File: src/rtl/stpw_ctrl_unit.sv
// Stopwatch control unit: merges button pulses and UART commands into one
// event per cycle, runs the STOP/RUN/CLEAR FSM and holds the lap freeze-frame.
module stpw_ctrl_unit #(
  parameter logic [7:0] CMD_RUN = 8'h52,
  parameter logic [7:0] CMD_CLR = 8'h43,
  parameter logic [7:0] CMD_LAP = 8'h4C
) (
  input  logic       clk,
  input  logic       rst,
  input  logic       i_btn_run,
  input  logic       i_btn_clr,
  input  logic       i_btn_lap,
  input  logic [7:0] i_rx_data,
  input  logic       i_rx_valid,
  input  logic [6:0] i_msec,
  input  logic [5:0] i_sec,
  input  logic [5:0] i_min,
  input  logic [4:0] i_hour,
  output logic       o_run,
  output logic       o_clr,
  output logic [1:0] o_state,
  output logic       o_lap_hold,
  output logic [6:0] o_msec,
  output logic [5:0] o_sec,
  output logic [5:0] o_min,
  output logic [4:0] o_hour,
  output logic       o_cmd_drop
);

  typedef enum logic [1:0] {
    ST_STOP    = 2'b00,
    ST_RUN     = 2'b01,
    ST_CLEAR   = 2'b10,
    ST_ILLEGAL = 2'b11
  } state_t;

  // EV_NONE doubles as the "pending register empty" marker.
  typedef enum logic [1:0] {
    EV_NONE = 2'b00,
    EV_RUN  = 2'b01,
    EV_CLR  = 2'b10,
    EV_LAP  = 2'b11
  } event_t;

  state_t     state, state_nx;
  event_t     rx_cmd, pend_cmd, ev;
  logic       btn_any, pend_take;
  logic       lap_hold, hold_nx, capture;
  logic [6:0] lap_msec;
  logic [5:0] lap_sec, lap_min;
  logic [4:0] lap_hour;

  // Case-insensitive decode: OR-ing 8'h20 maps an uppercase letter to lowercase.
  always_comb begin
    rx_cmd = EV_NONE;
    if (i_rx_valid) begin
      if ((i_rx_data == CMD_RUN) || (i_rx_data == (CMD_RUN | 8'h20)))      rx_cmd = EV_RUN;
      else if ((i_rx_data == CMD_CLR) || (i_rx_data == (CMD_CLR | 8'h20))) rx_cmd = EV_CLR;
      else if ((i_rx_data == CMD_LAP) || (i_rx_data == (CMD_LAP | 8'h20))) rx_cmd = EV_LAP;
    end
  end

  assign btn_any   = i_btn_run | i_btn_clr | i_btn_lap;
  assign pend_take = (pend_cmd != EV_NONE) && !btn_any;

  always_comb begin
    if (i_btn_run)      ev = EV_RUN;
    else if (i_btn_clr) ev = EV_CLR;
    else if (i_btn_lap) ev = EV_LAP;
    else if (pend_take) ev = pend_cmd;
    else                ev = EV_NONE;
  end

  // NOTE: state registers use non-blocking assignments so every flop samples
  // pre-edge values regardless of the order the simulator evaluates blocks.
  always_ff @(posedge clk or negedge rst) begin
    if (!rst) begin
      pend_cmd   <= EV_NONE;
      o_cmd_drop <= 1'b0;
    end else begin
      o_cmd_drop <= (rx_cmd != EV_NONE) && (pend_cmd != EV_NONE) && !pend_take;
      if (rx_cmd != EV_NONE) pend_cmd <= rx_cmd;
      else if (pend_take)    pend_cmd <= EV_NONE;
    end
  end

  // NOTE: every output of this block gets a default first, so no path leaves
  // a variable unassigned and no latch is inferred.
  always_comb begin
    state_nx = state;
    hold_nx  = lap_hold;
    capture  = 1'b0;
    case (state)
      ST_STOP: begin
        case (ev)
          EV_RUN:  state_nx = ST_RUN;
          EV_CLR: begin
            state_nx = ST_CLEAR;
            hold_nx  = 1'b0;
          end
          EV_LAP:  hold_nx = 1'b0;
          default: ;
        endcase
      end
      ST_RUN: begin
        case (ev)
          EV_RUN: state_nx = ST_STOP;
          EV_LAP: begin
            hold_nx = !lap_hold;
            capture = !lap_hold;
          end
          default: ;
        endcase
      end
      ST_CLEAR: state_nx = ST_STOP;
      default:  state_nx = ST_STOP;
    endcase
  end

  always_ff @(posedge clk or negedge rst) begin
    if (!rst) begin
      state    <= ST_STOP;
      lap_hold <= 1'b0;
    end else begin
      state    <= state_nx;
      lap_hold <= hold_nx;
    end
  end

  // Lap registers survive CLEAR; only reset wipes them.
  always_ff @(posedge clk or negedge rst) begin
    if (!rst) begin
      lap_msec <= '0;
      lap_sec  <= '0;
      lap_min  <= '0;
      lap_hour <= '0;
    end else if (capture) begin
      lap_msec <= i_msec;
      lap_sec  <= i_sec;
      lap_min  <= i_min;
      lap_hour <= i_hour;
    end
  end

  assign o_state    = state;
  assign o_run      = (state == ST_RUN);
  assign o_clr      = (state == ST_CLEAR);
  assign o_lap_hold = lap_hold;
  assign o_msec     = lap_hold ? lap_msec : i_msec;
  assign o_sec      = lap_hold ? lap_sec  : i_sec;
  assign o_min      = lap_hold ? lap_min  : i_min;
  assign o_hour     = lap_hold ? lap_hour : i_hour;

endmodule
File: config.mk
export PLATFORM = sky130hd
export DESIGN_NAME = stpw_ctrl_unit
export DESIGN_NICKNAME = d
export VERILOG_FILES = /design/src/rtl/stpw_ctrl_unit.sv
export SDC_FILE = /design/constraint.sdc
export NUM_CORES = 1
export LEC_CHECK = 0
export ABC_AREA = 1
export BUFFER_PORTS_ARGS = -buffer_cell sky130_fd_sc_hd__clkbuf_2
export CORE_MARGIN = 2
export CORE_UTILIZATION = 42
export DETAILED_ROUTE_END_ITERATION = 6
export PLACE_DENSITY = 0.78
export RECOVER_POWER = 50
export SYNTH_ARGS = -nofsm -noshare
export SYNTH_HDL_FRONTEND = slang
export SYNTH_SLANG_ARGS = --single-unit
File: constraint.sdc
create_clock -name clk -period 1.35 [get_ports clk]
set_clock_uncertainty 0.05 [all_clocks]
set_input_delay 0.135 -clock clk [delete_from_list [all_inputs] [get_ports clk]]
set_output_delay 0.135 -clock clk [all_outputs]
set_load 0.02 [all_outputs]
==> reports/metrics.cfg, run 1 <==
[setup_path]
crit_fanout=26
worstSetupPathType=reg -> out
setup.worst_path.end_class=primary output
critPathLaunchType=flip-flop
worst-r2r-cell-count=6
arrival_ns=1.23
r2r_slack_ns=-0.03
cp_data_required_time_ns=1.16
regToRegStartpoint=o_lap_hold$_DFFE_PN0P_
rr_endpoint=lap_min[1]$_DFFE_PN0P_

[floorplanning]
rows=22
die_y_um=65.3
die-area_um2=4270
die_x_um=65.3
coreArea_um2=3630
ios=68
start_util_pct=43.5

[timing]
final-max-slew-violation-count=0
relSlewSlack_pct=54.8
finalSetupViolCount=34
fin_crit_ns=1.41
max_slew.worst_pin.slew_ns=0.679
fin_ws_ns=-0.0633
finalHoldViolCount=0
rsz0062_at_grt=yes
tns_ns=-0.889
timing.final.crit_share_pct=105
clock.fmax_mhz=708

[run]
drv_cap=0

[finish]
final_core_util_pct=63.3
final_nets=321
antennaDiodeCount=0
drive_gt1_share_pct=39.4
design_area_um2=2300
area_delta_synth_final_pct=45.6

[global_route]
antenna_found_initial=0
grtUsageTotal_pct=16.5
grt_pass1_wl_mm=5.46
grt_max_degree=37
grt_pass1_vias=1347
overflow=0

[clock_network]
cts_max_level=2
cts_tree=built
cts.sinks=30
insertion_delay_ns=0.27
clk_pin_slew_ns=0.06
root_buffer=clkbuf_8
clock_path_buffers=2
cts_buffers=5

[placement]
place_area_um2=2010
hpwl_mm=2.39
place_congestion=0.747
port_buffers=66
pre_cts_slack_ns=0.0358

[synthesis]
synth_seq_cells=30
synthTopCellsByCount=nand2_1 (65), o21ai_0 (41), inv_1 (33), dfrtp_1 (30)
synthDominantCellAreaShare_pct=47.5
syn_inst=211
synth.most_common_cell=nand2_1
synth_area_um2=1580
synth_cell_types=21
ys.flop_type=dfrtp_1
ys_async_sr_fraction_pct=100
ys_top_cells_by_area=dfrtp_1 (48%), nand2_1 (15%), o21ai_0 (13%), inv_1 (7.8%), o21ai_2 (2.8%)
syn_nets=249
synth.avg_cell_area_um2=7.48
yosysTopAreaCell=dfrtp_1
yosys_warnings=0
ys_seq_area_share_pct=47.5
synth_edf_count=0

[drt]
wl_mm=3.35
routed_via_density=4.63
wl_per_cell_um=10.1
drt_iter0_drc=89
drc=0
dr.pass1.iters=4
ant_nets=0
vias=1537

[power]
cellPowerDensity_nw_per_um2=1650
peakVddDrop_v=0.000854
power_leakage_nw=1.24
finalPower_w=0.00379

[worst_hold_path]
whs_endpoint=lap_msec[4]$_DFFE_PN0P_
min_path_cells=3
hold_start=i_msec[4]
hp-class=in -> reg

[run_status]
violations=setup timing
status=complete, but fails checks

-- state kept, by name (all words and copies together), names as in the netlist --
name        cells
lap_msec        7
lap_min         6
lap_sec         6
lap_hour        5
o_state         2
pend_cmd        2
o_cmd_drop      1
o_lap_hold      1
-- through the flow --
| step | cells | hold slack (ns) |
|---|---|---|
| 2_1_floorplan | 211 | -0.211 |
| 3_3_place_gp | 322 | -0.00446 |
| 3_5_place_dp | 322 | -0.00545 |
| 4_1_cts | 331 | 0.0457 |
| 5_1_grt | 332 | 0.0604 |
| 6_report | 332 | 0.0569 |
-- critical path, stage by stage, from the launching register on --
cell	delay, ns
dfrtp_2	0.46
buf_12	0.18
o21ai_2	0.16
clkbuf_8	0.16
-- metal layers --
layer	routed length, um	track usage (%)	vias to the layer above
met4	55	8.07	0
met2	1800	30.9	33
li1	-	-	806
met3	130	2.74	5
met5	0	0	-
met1	1370	17.9	693
-- layout make-up --
| cell class | instances | area, um^2 |
|---|---|---|
| fillers | 332 | 1330 |
| repair buffers | 75 | 556 |
| clock buffers | 7 | 86.3 |
| flip-flops and latches | 30 | 753 |
| inverters | 34 | 128 |
| clock inverters | 1 | 5.00 |
| multi-input cells | 137 | 712 |
| well taps | 48 | 60.1 |
-- kinds of logic after synthesis --
group                  share of synthesized area, %
and+or+nand+nor                                23.1
AOI/OAI and AO/OA                              17.7
buffers and inverters                          11.6
DFF                                            47.5
-- worst max-delay path by stage --
stage	start	endpoint	slack (ns)	cells after the start
floorplan	o_lap_hold$_DFFE_PN0P_	o_hour[0]	-0.02	2
global route	o_lap_hold$_DFFE_PN0P_	o_min[2]	-0.12	4
CTS	o_lap_hold$_DFFE_PN0P_	o_sec[3]	-0.09	3
finish	o_lap_hold$_DFFE_PN0P_	o_msec[1]	-0.06	3
detailed placement	pend_cmd[0]$_DFFE_PN0P_	lap_sec[2]$_DFFE_PN0P_	0.04	8
global placement	pend_cmd[0]$_DFFE_PN0P_	lap_sec[3]$_DFFE_PN0P_	0.07	8
-- layout by cell type (no fill, tap or decap), types with 2 or more instances in the layout --
master,instances
clkbuf_1,3
nor2_1,6
o21ai_1,25
inv_2,2
inv_1,32
clkbuf_2,40
nand3_1,6
buf_6,6
dfrtp_1,28
nand2_2,10
o21ai_0,10
dfrtp_2,2
nand2_1,57
buf_12,3
buf_4,16
o21ai_2,16
clkbuf_8,12
-- repair_timing --
item	CTS	global route
endpoints found under the setup margin	24	47
buffers inserted	0	1
endpoints found under the hold margin	12	0
hold buffers	1	0
gates resized for setup	55	41
pin swaps	1	0
-- where the power goes --
group          total, W  internal (W)  switching, W  leakage (nW)
registers       0.00148       0.00126      0.000220         0.379
clock network  0.000706      0.000410      0.000296        0.0482
logic           0.00161      0.000743      0.000864         0.812
total           0.00379       0.00241       0.00138          1.24
No activity file was read; power rests on OpenSTA's default activity.
==> inputs of run 2 (changes only) <==
--- a/config.mk
+++ b/config.mk
@@ -7,10 +7,12 @@
 export LEC_CHECK = 0
 export ABC_AREA = 1
 export BUFFER_PORTS_ARGS = -buffer_cell sky130_fd_sc_hd__clkbuf_2
-export CORE_MARGIN = 2
-export CORE_UTILIZATION = 42
+export CELL_PAD_IN_SITES_DETAIL_PLACEMENT = 1
+export CELL_PAD_IN_SITES_GLOBAL_PLACEMENT = 2
+export CORE_MARGIN = 1.5
+export CORE_UTILIZATION = 22
 export DETAILED_ROUTE_END_ITERATION = 6
-export PLACE_DENSITY = 0.78
+export PLACE_DENSITY = 0.77
 export RECOVER_POWER = 50
 export SYNTH_ARGS = -nofsm -noshare
 export SYNTH_HDL_FRONTEND = slang
==> reports/metrics.cfg, run 2 (same netlist as run 1, synthesis figures left out) <==
[timing]
relSlewSlack_pct=44.9  ; was 54.8%
max_slew.worst_pin.slew_ns=0.827  ; was 0.679 ns
finalSetupViolCount=39  ; was 34
timing.final.crit_share_pct=104  ; was 105%
finalHoldViolCount=0  ; unchanged
fin_crit_ns=1.41  ; about the same
fin_ws_ns=-0.0597  ; was -0.0633 ns
tns_ns=-1.15  ; was -0.889 ns
clock.fmax_mhz=709  ; was 708 MHz
final-max-slew-violation-count=0  ; unchanged
hold_ws_ns=0.0440  ; was 0.0569 ns
rsz0062_at_grt=yes  ; unchanged

[placement]
port_buffers=66  ; unchanged
place_congestion=0.782  ; was 0.747
hpwl_mm=2.98  ; was 2.39 mm

[setup_path]
critPathBufInv=2  ; unchanged
arrival_ns=1.22  ; was 1.23 ns
worstSetupPathType=reg -> out  ; unchanged
slowest_stage=dfrtp_2  ; unchanged
setup.worst_path.end_class=primary output  ; unchanged
critPathLaunchType=flip-flop  ; unchanged
cp_data_required_time_ns=1.16  ; about the same
path_cells=buf_12 > o21ai_2 > clkbuf_8  ; unchanged
crit_fanout=37  ; was 26
path_delay_family=flip-flops  ; unchanged
crit_path_max_incr_delay_ns=0.43  ; was 0.46 ns

[drt]
routed_via_density=4.04  ; was 4.63
ant_nets=0  ; unchanged
drc=0  ; unchanged
drt_iter0_drc=76  ; was 89
dr.pass1.iters=4  ; unchanged
vias=1530  ; was 1537
wl_mm=3.94  ; was 3.35 mm
wl_per_cell_um=10.4  ; was 10.1 um

[power]
power_leakage_nw=1.21  ; was 1.24 nW
peakVddDrop_v=0.000394  ; was 0.000854 V
cellPowerDensity_nw_per_um2=1600  ; was 1650 nW/um^2

[clock_network]
insertion_delay_ns=0.27  ; about the same
cts.sinks=30  ; unchanged
clk_pin_slew_ns=0.06  ; about the same
clock_path_buffers=2  ; unchanged
root_buffer=clkbuf_8  ; unchanged
cts_tree=built  ; unchanged
cts_buffers=5  ; unchanged
cts_max_level=2  ; unchanged

[global_route]
antenna_found_initial=0  ; unchanged
grt_pass1_wl_mm=6.14  ; was 5.46 mm
grt_max_degree=38  ; was 37
grt_pass1_vias=1443  ; was 1347
overflow=0  ; unchanged
grtUsageTotal_pct=10.3  ; was 16.5%

[run_status]
violations=setup timing  ; unchanged
status=complete, but fails checks  ; unchanged

[floorplanning]
ios=68  ; unchanged
rows=30  ; was 22
start_util_pct=23.0  ; was 43.5%
die-area_um2=7690  ; was 4270 um^2
die_y_um=87.7  ; was 65.3 um
die_x_um=87.7  ; was 65.3 um
coreArea_um2=6870  ; was 3630 um^2

[finish]
final_cell_mix=nand2_1 (64), clkbuf_2 (41), o21ai_1 (31)  ; was nand2_1 (57), clkbuf_2 (40), inv_1 (32)
antennaDiodeCount=0  ; unchanged
area_delta_synth_final_pct=43.1  ; was 45.6%
final_common_cell=nand2_1  ; unchanged
top_regs=lap_msec (7), lap_min (6), lap_sec (6)  ; unchanged
largest_register_ffs=7  ; unchanged
fillers=870  ; was 332
multiInputGateArea_um2=668  ; was 712 um^2
seq_area_um2=754  ; was 753 um^2
top_register=lap_msec  ; unchanged
drive_gt1_share_pct=36.0  ; was 39.4%
final_nets=321  ; unchanged

[run]
drv_cap=0  ; unchanged

[worst_hold_path]
hp-class=in -> reg  ; unchanged

-- run 2: cell count changes in the layout (fill, tap and decap cells not counted), sizes merged --
cell and delta:
buf +3, clkinv +1, clkbuf -5
-- run 2: area by class of cell --
class                           instances  area share, %
Sequential cell                        30           33.4
Multi-Input combinational cell        137           29.6
Timing Repair Buffer                   75           22.6
Inverter                               34           5.65
Tap cell                               96           5.32
Clock buffer                            5           3.05
Clock inverter                          2          0.443
-- run 2: final timing paths --
| path | depth (start not counted) | end | slack, ns | start |
|---|---|---|---|---|
| worst max-delay path | 3 | o_sec[3] | -0.06 | o_lap_hold$_DFFE_PN0P_ |
| worst min-delay path | 3 | lap_msec[0]$_DFFE_PN0P_ | 0.04 | i_msec[0] |
| worst max register to register | 6 | lap_msec[6]$_DFFE_PN0P_ | -0.04 | o_lap_hold$_DFFE_PN0P_ |
| worst min register to register | 2 | lap_hour[0]$_DFFE_PN0P_ | 0.43 | lap_hour[0]$_DFFE_PN0P_ |
| max in group asynchronous | 3 | o_state[0]$_DFFE_PN0P_ | 0.07 | rst |
| min in group asynchronous | 2 | lap_msec[2]$_DFFE_PN0P_ | 0.42 | rst |
-- run 2: per-stage QoR --
stage / total power (W) / cell area (um^2) / setup WS (ns) / utilization [%] / cells
6_report: 0.00361 / 2260 / -0.0597 / 32.9 / 379
3_5_place_dp: 0.00280 / 2060 / 0.0263 / 30.1 / 369
5_1_grt: 0.00392 / 2260 / -0.144 / 32.9 / 379
3_3_place_gp: 0.00276 / 2060 / 0.0666 / 30.1 / 369
4_1_cts: 0.00365 / 2250 / -0.0989 / 32.8 / 378
2_1_floorplan: 0.00232 / 1590 / -0.0170 / - / 211
-- run 2: power breakdown --
| part | internal [W] | total (W) | switching (W) |
|---|---|---|---|
| clock | 0.000345 | 0.000659 | 0.000314 |
| sequential | 0.00126 | 0.00146 | 0.000200 |
| combinational | 0.000655 | 0.00149 | 0.000840 |
-- run 2: routing by layer --
| metal | GRT usage [%] | vias up | wire (um) |
|---|---|---|---|
| met1 | 12.2 | 680 | 1790 |
| met5 | 0 | - | 0 |
| met4 | 4.33 | 0 | 60 |
| met3 | 2.73 | 5 | 168 |
| met2 | 17.6 | 40 | 1920 |
| li1 | - | 805 | - |
-- run 2: repair_timing --
| action | CTS | global route |
|---|---|---|
| gates resized for setup | 43 | 38 |
| endpoints found under the hold margin | 14 | 0 |
| setup endpoints to repair | 24 | 50 |
| setup buffers | 1 | 0 |
| pin swaps | 0 | 0 |
| gates cloned | 0 | 1 |
| hold buffers | 1 | 0 |
-- run 2: worst min-delay path, cell delays in order --
cell	delay, ns
clkbuf_2	0.08
inv_1	0.06
o21ai_1	0.06
==> inputs of run 3 (changes only) <==
--- a/config.mk
+++ b/config.mk
@@ -5,12 +5,11 @@
 export SDC_FILE = /design/constraint.sdc
 export NUM_CORES = 1
 export LEC_CHECK = 0
-export ABC_AREA = 1
 export BUFFER_PORTS_ARGS = -buffer_cell sky130_fd_sc_hd__clkbuf_2
 export CELL_PAD_IN_SITES_DETAIL_PLACEMENT = 1
 export CELL_PAD_IN_SITES_GLOBAL_PLACEMENT = 2
 export CORE_MARGIN = 1.5
-export CORE_UTILIZATION = 22
+export CORE_UTILIZATION = 26
 export DETAILED_ROUTE_END_ITERATION = 6
 export PLACE_DENSITY = 0.77
 export RECOVER_POWER = 50
==> constraint.sdc (replaced) <==
create_clock -name clk -period 1.35 [get_ports clk]
set_clock_uncertainty 0.05 [all_clocks]
set_input_delay 0.0675 -clock clk [delete_from_list [all_inputs] [get_ports clk]]
set_output_delay 0.0675 -clock clk [all_outputs]
set_load 0.02 [all_outputs]
==> reports/metrics.cfg, run 3 <==
[worst_hold_path]
min_path_cells=2  ; was 3
hold_start=i_min[5]  ; was i_msec[0]
hp-class=in -> reg  ; unchanged
whs_endpoint=lap_min[5]$_DFFE_PN0P_  ; was lap_msec[0]$_DFFE_PN0P_

[synthesis]
syn_inst=121  ; was 211
ys_seq_area_share_pct=47.8  ; was 47.5%
synth_area_um2=1570  ; was 1580 um^2
syn_nets=159  ; was 249
yosysTopAreaCell=dfrtp_1  ; unchanged
synth_edf_count=0  ; unchanged
yosys_warnings=0  ; unchanged
ys_async_sr_fraction_pct=100  ; unchanged
synth_cell_types=27  ; was 21
ys_top_cells_by_area=dfrtp_1 (48%), mux2_2 (34%), buf_6 (1.4%), nor4_4 (1.4%), nor2b_1 (1.2%)  ; was dfrtp_1 (48%), nand2_1 (15%), o21ai_0 (13%), inv_1 (7.8%), o21ai_2 (2.8%)
ys.flop_type=dfrtp_1  ; unchanged
synth.avg_cell_area_um2=13.0  ; was 7.48 um^2
synthDominantCellAreaShare_pct=47.8  ; was 47.5%
synth_seq_cells=30  ; unchanged
synthTopCellsByCount=mux2_2 (47), dfrtp_1 (30), nand2_1 (4), nor2_1 (4)  ; was nand2_1 (65), o21ai_0 (41), inv_1 (33), dfrtp_1 (30)
synth.most_common_cell=mux2_2  ; was nand2_1

[global_route]
overflow=0  ; unchanged
grt_pass1_wl_mm=6.85  ; was 6.14 mm
grt_max_degree=26  ; was 38
antenna_found_initial=0  ; unchanged
grt_pass1_vias=1459  ; was 1443
grtUsageTotal_pct=14.2  ; was 10.3%

[timing]
finalHoldViolCount=0  ; unchanged
tns_ns=-14.55  ; was -1.15 ns
clock.fmax_mhz=553  ; was 709 MHz
timing.final.crit_share_pct=134  ; was 104%
final-max-slew-violation-count=0  ; unchanged
fin_crit_ns=1.81  ; was 1.41 ns
max_slew.worst_pin.slew_ns=0.898  ; was 0.827 ns
relSlewSlack_pct=40.1  ; was 44.9%
rsz0062_at_grt=yes  ; unchanged
finalSetupViolCount=49  ; was 39
fin_ws_ns=-0.457  ; was -0.0597 ns

[placement]
place_congestion=0.695  ; was 0.782
port_buffers=66  ; unchanged
dpl.cell_count=272  ; was 369
place_area_um2=2100  ; was 2060 um^2
hpwl_mm=2.70  ; was 2.98 mm
pre_cts_slack_ns=-0.456  ; was 0.0263 ns

[run]
drv_cap=0  ; unchanged

[finish]
final_cells=316  ; was 379
design_area_um2=2900  ; was 2260 um^2
fillers=615  ; was 870
top_register=lap_msec  ; unchanged
final_core_util_pct=49.2  ; was 32.9%
top_regs=lap_msec (7), lap_min (6), lap_sec (6)  ; unchanged
largest_register_ffs=7  ; unchanged
area_delta_synth_final_pct=84.5  ; was 43.1%
final_common_cell=clkbuf_2  ; was nand2_1
final_nets=280  ; was 321
antennaDiodeCount=0  ; unchanged
final_cell_mix=clkbuf_2 (39), mux2_4 (30), buf_6 (29)  ; was nand2_1 (64), clkbuf_2 (41), o21ai_1 (31)
drive_gt1_share_pct=63.1  ; was 36.0%
multiInputGateArea_um2=895  ; was 668 um^2
seq_area_um2=753  ; was 754 um^2

[floorplanning]
rows=28  ; was 30
coreArea_um2=5890  ; was 6870 um^2
start_util_pct=26.7  ; was 23.0%
die_x_um=80.7  ; was 87.7 um
die_y_um=80.7  ; was 87.7 um
ios=68  ; unchanged
die-area_um2=6510  ; was 7690 um^2

[setup_path]
worstSetupPathType=reg -> reg  ; was reg -> out
cp_data_required_time_ns=1.46  ; was 1.16 ns
worst-r2r-cell-count=5  ; was 6
regToRegStartpoint=o_state[1]$_DFFE_PN0P_  ; was o_lap_hold$_DFFE_PN0P_
rr_endpoint=lap_sec[3]$_DFFE_PN0P_  ; was lap_msec[6]$_DFFE_PN0P_
setup.worst_path.end_class=flip-flop  ; was primary output
critPathLaunchType=flip-flop  ; unchanged
critPathMostFrequentCell=buf_6
r2r_slack_ns=-0.46  ; was -0.04 ns
crit_path_max_incr_delay_ns=0.41  ; was 0.43 ns
path_cells=or3_4 > nor4_4 > buf_6 > buf_6 > mux2_2  ; was buf_12 > o21ai_2 > clkbuf_8
crit_fanout=6  ; was 37
arrival_ns=1.91  ; was 1.22 ns
slowest_stage=dfrtp_2  ; unchanged

[power]
power_leakage_nw=1.39  ; was 1.21 nW
switchingPower_w=0.00159  ; was 0.00135 W
p_seq_share_pct=31.4  ; was 40.3%
clkPwrFrac_pct=14.7  ; was 18.2%
cellPowerDensity_nw_per_um2=1670  ; was 1600 nW/um^2
switching_share_pct=32.8  ; was 37.5%
peakVddDrop_v=0.000868  ; was 0.000394 V
p_int_w=0.00325  ; was 0.00226 W
combPwrFrac_pct=53.9  ; was 41.4%

[run_status]
violations=setup timing  ; unchanged
status=complete, but fails checks  ; unchanged

[drt]
wl_mm=5.34  ; was 3.94 mm
drc=0  ; unchanged
drt_iter0_drc=61  ; was 76
ant_nets=0  ; unchanged
dr.pass1.iters=4  ; unchanged
wl_per_cell_um=16.9  ; was 10.4 um
vias=1438  ; was 1530
routed_via_density=4.55  ; was 4.04

[clock_network]
clock_path_buffers=2  ; unchanged
clk_pin_slew_ns=0.06  ; about the same
cts_buffers=5  ; unchanged
cts.sinks=30  ; unchanged
root_buffer=clkbuf_8  ; unchanged
cts_tree=built  ; unchanged
cts_max_level=2  ; unchanged
insertion_delay_ns=0.27  ; about the same

## run 3: changes by cell type after synthesis, moves of 3 or more
cell,change
clkbuf_1,-3
inv_1,-31
mux2_2,+47
nand2_1,-61
nand3_1,-4
nor2b_1,+3
o21ai_0,-38
o21ai_1,-5
o21ai_2,-5
## run 3: per-layer routing
layer | GRT usage, % | part of all wire, % | up-vias | routed length [um]
met5 | 0 | 0 | - | 0
met4 | 5.34 | 1.0 | 0 | 55
met3 | 3.18 | 3.3 | 7 | 177
met2 | 24.7 | 55 | 38 | 2920
met1 | 16.9 | 41 | 714 | 2190
li1 | - | - | 679 | -
## run 3: area by class of cell
type | count | share of cell area, %
clock buffer | 6 | 2.85
inverter | 2 | 0.259
multi-input combinational | 84 | 30.9
sequential | 30 | 26.0
tap | 75 | 3.24
timing repair buffer | 119 | 36.7
## run 3: how the worst max path moves through the flow
stage / end / cells after the start / slack, ns / start
6_report: lap_sec[3]$_DFFE_PN0P_ / 5 / -0.46 / o_state[1]$_DFFE_PN0P_
5_1_grt: lap_sec[3]$_DFFE_PN0P_ / 5 / -0.51 / o_state[1]$_DFFE_PN0P_
4_1_cts: lap_sec[0]$_DFFE_PN0P_ / 4 / -0.46 / o_state[1]$_DFFE_PN0P_
3_5_place_dp: lap_sec[0]$_DFFE_PN0P_ / 4 / -0.46 / o_state[1]$_DFFE_PN0P_
3_3_place_gp: lap_hour[2]$_DFFE_PN0P_ / 4 / -0.42 / o_state[1]$_DFFE_PN0P_
2_1_floorplan: lap_hour[3]$_DFFE_PN0P_ / 4 / -0.61 / o_state[1]$_DFFE_PN0P_
## run 3: per-stage QoR
step / power [W] / hold slack (ns)
finish: 0.00484 / 0.00549
global route: 0.00509 / 0.00775
CTS: 0.00418 / 0.0103
detailed placement: 0.00313 / -0.0138
global placement: 0.00308 / -0.00182
floorplan: 0.00259 / -0.278
## run 3: logic make-up after synthesis
kind of cell / synth area share (%)
muxes: 34.4
and+or+nand+nor: 8.93
DFF: 47.8
AOI/OAI and AO/OA: 5.58
xor gates and xnor gates: 0.558
buffers and inverters: 2.63
## run 3: power by group through the flow
stage          combinational, W  clock [W]  sequential (W)
2_1_floorplan           0.00112          0         0.00147
3_3_place_gp            0.00160          0         0.00148
3_5_place_dp            0.00164          0         0.00149
4_1_cts                 0.00197   0.000727         0.00149
5_1_grt                 0.00275   0.000772         0.00156
6_report                0.00261   0.000710         0.00152
## run 3: worst max-delay path, delay by kind of cell (launching register included)
family	cells	cell delay, ns
buffers and inverters	2	0.32
DFF	1	0.41
muxes	1	0.35
and+or+nand+nor	2	0.56
## run 3: repair_timing
item                       in CTS  in global routing
gates cloned                    1                  4
resized for setup               8                109
buffers inserted                7                  4
pin swaps                       0                  2
setup endpoints to repair      50                 49
hold buffers                   24                  0
hold endpoints to repair       37                  0
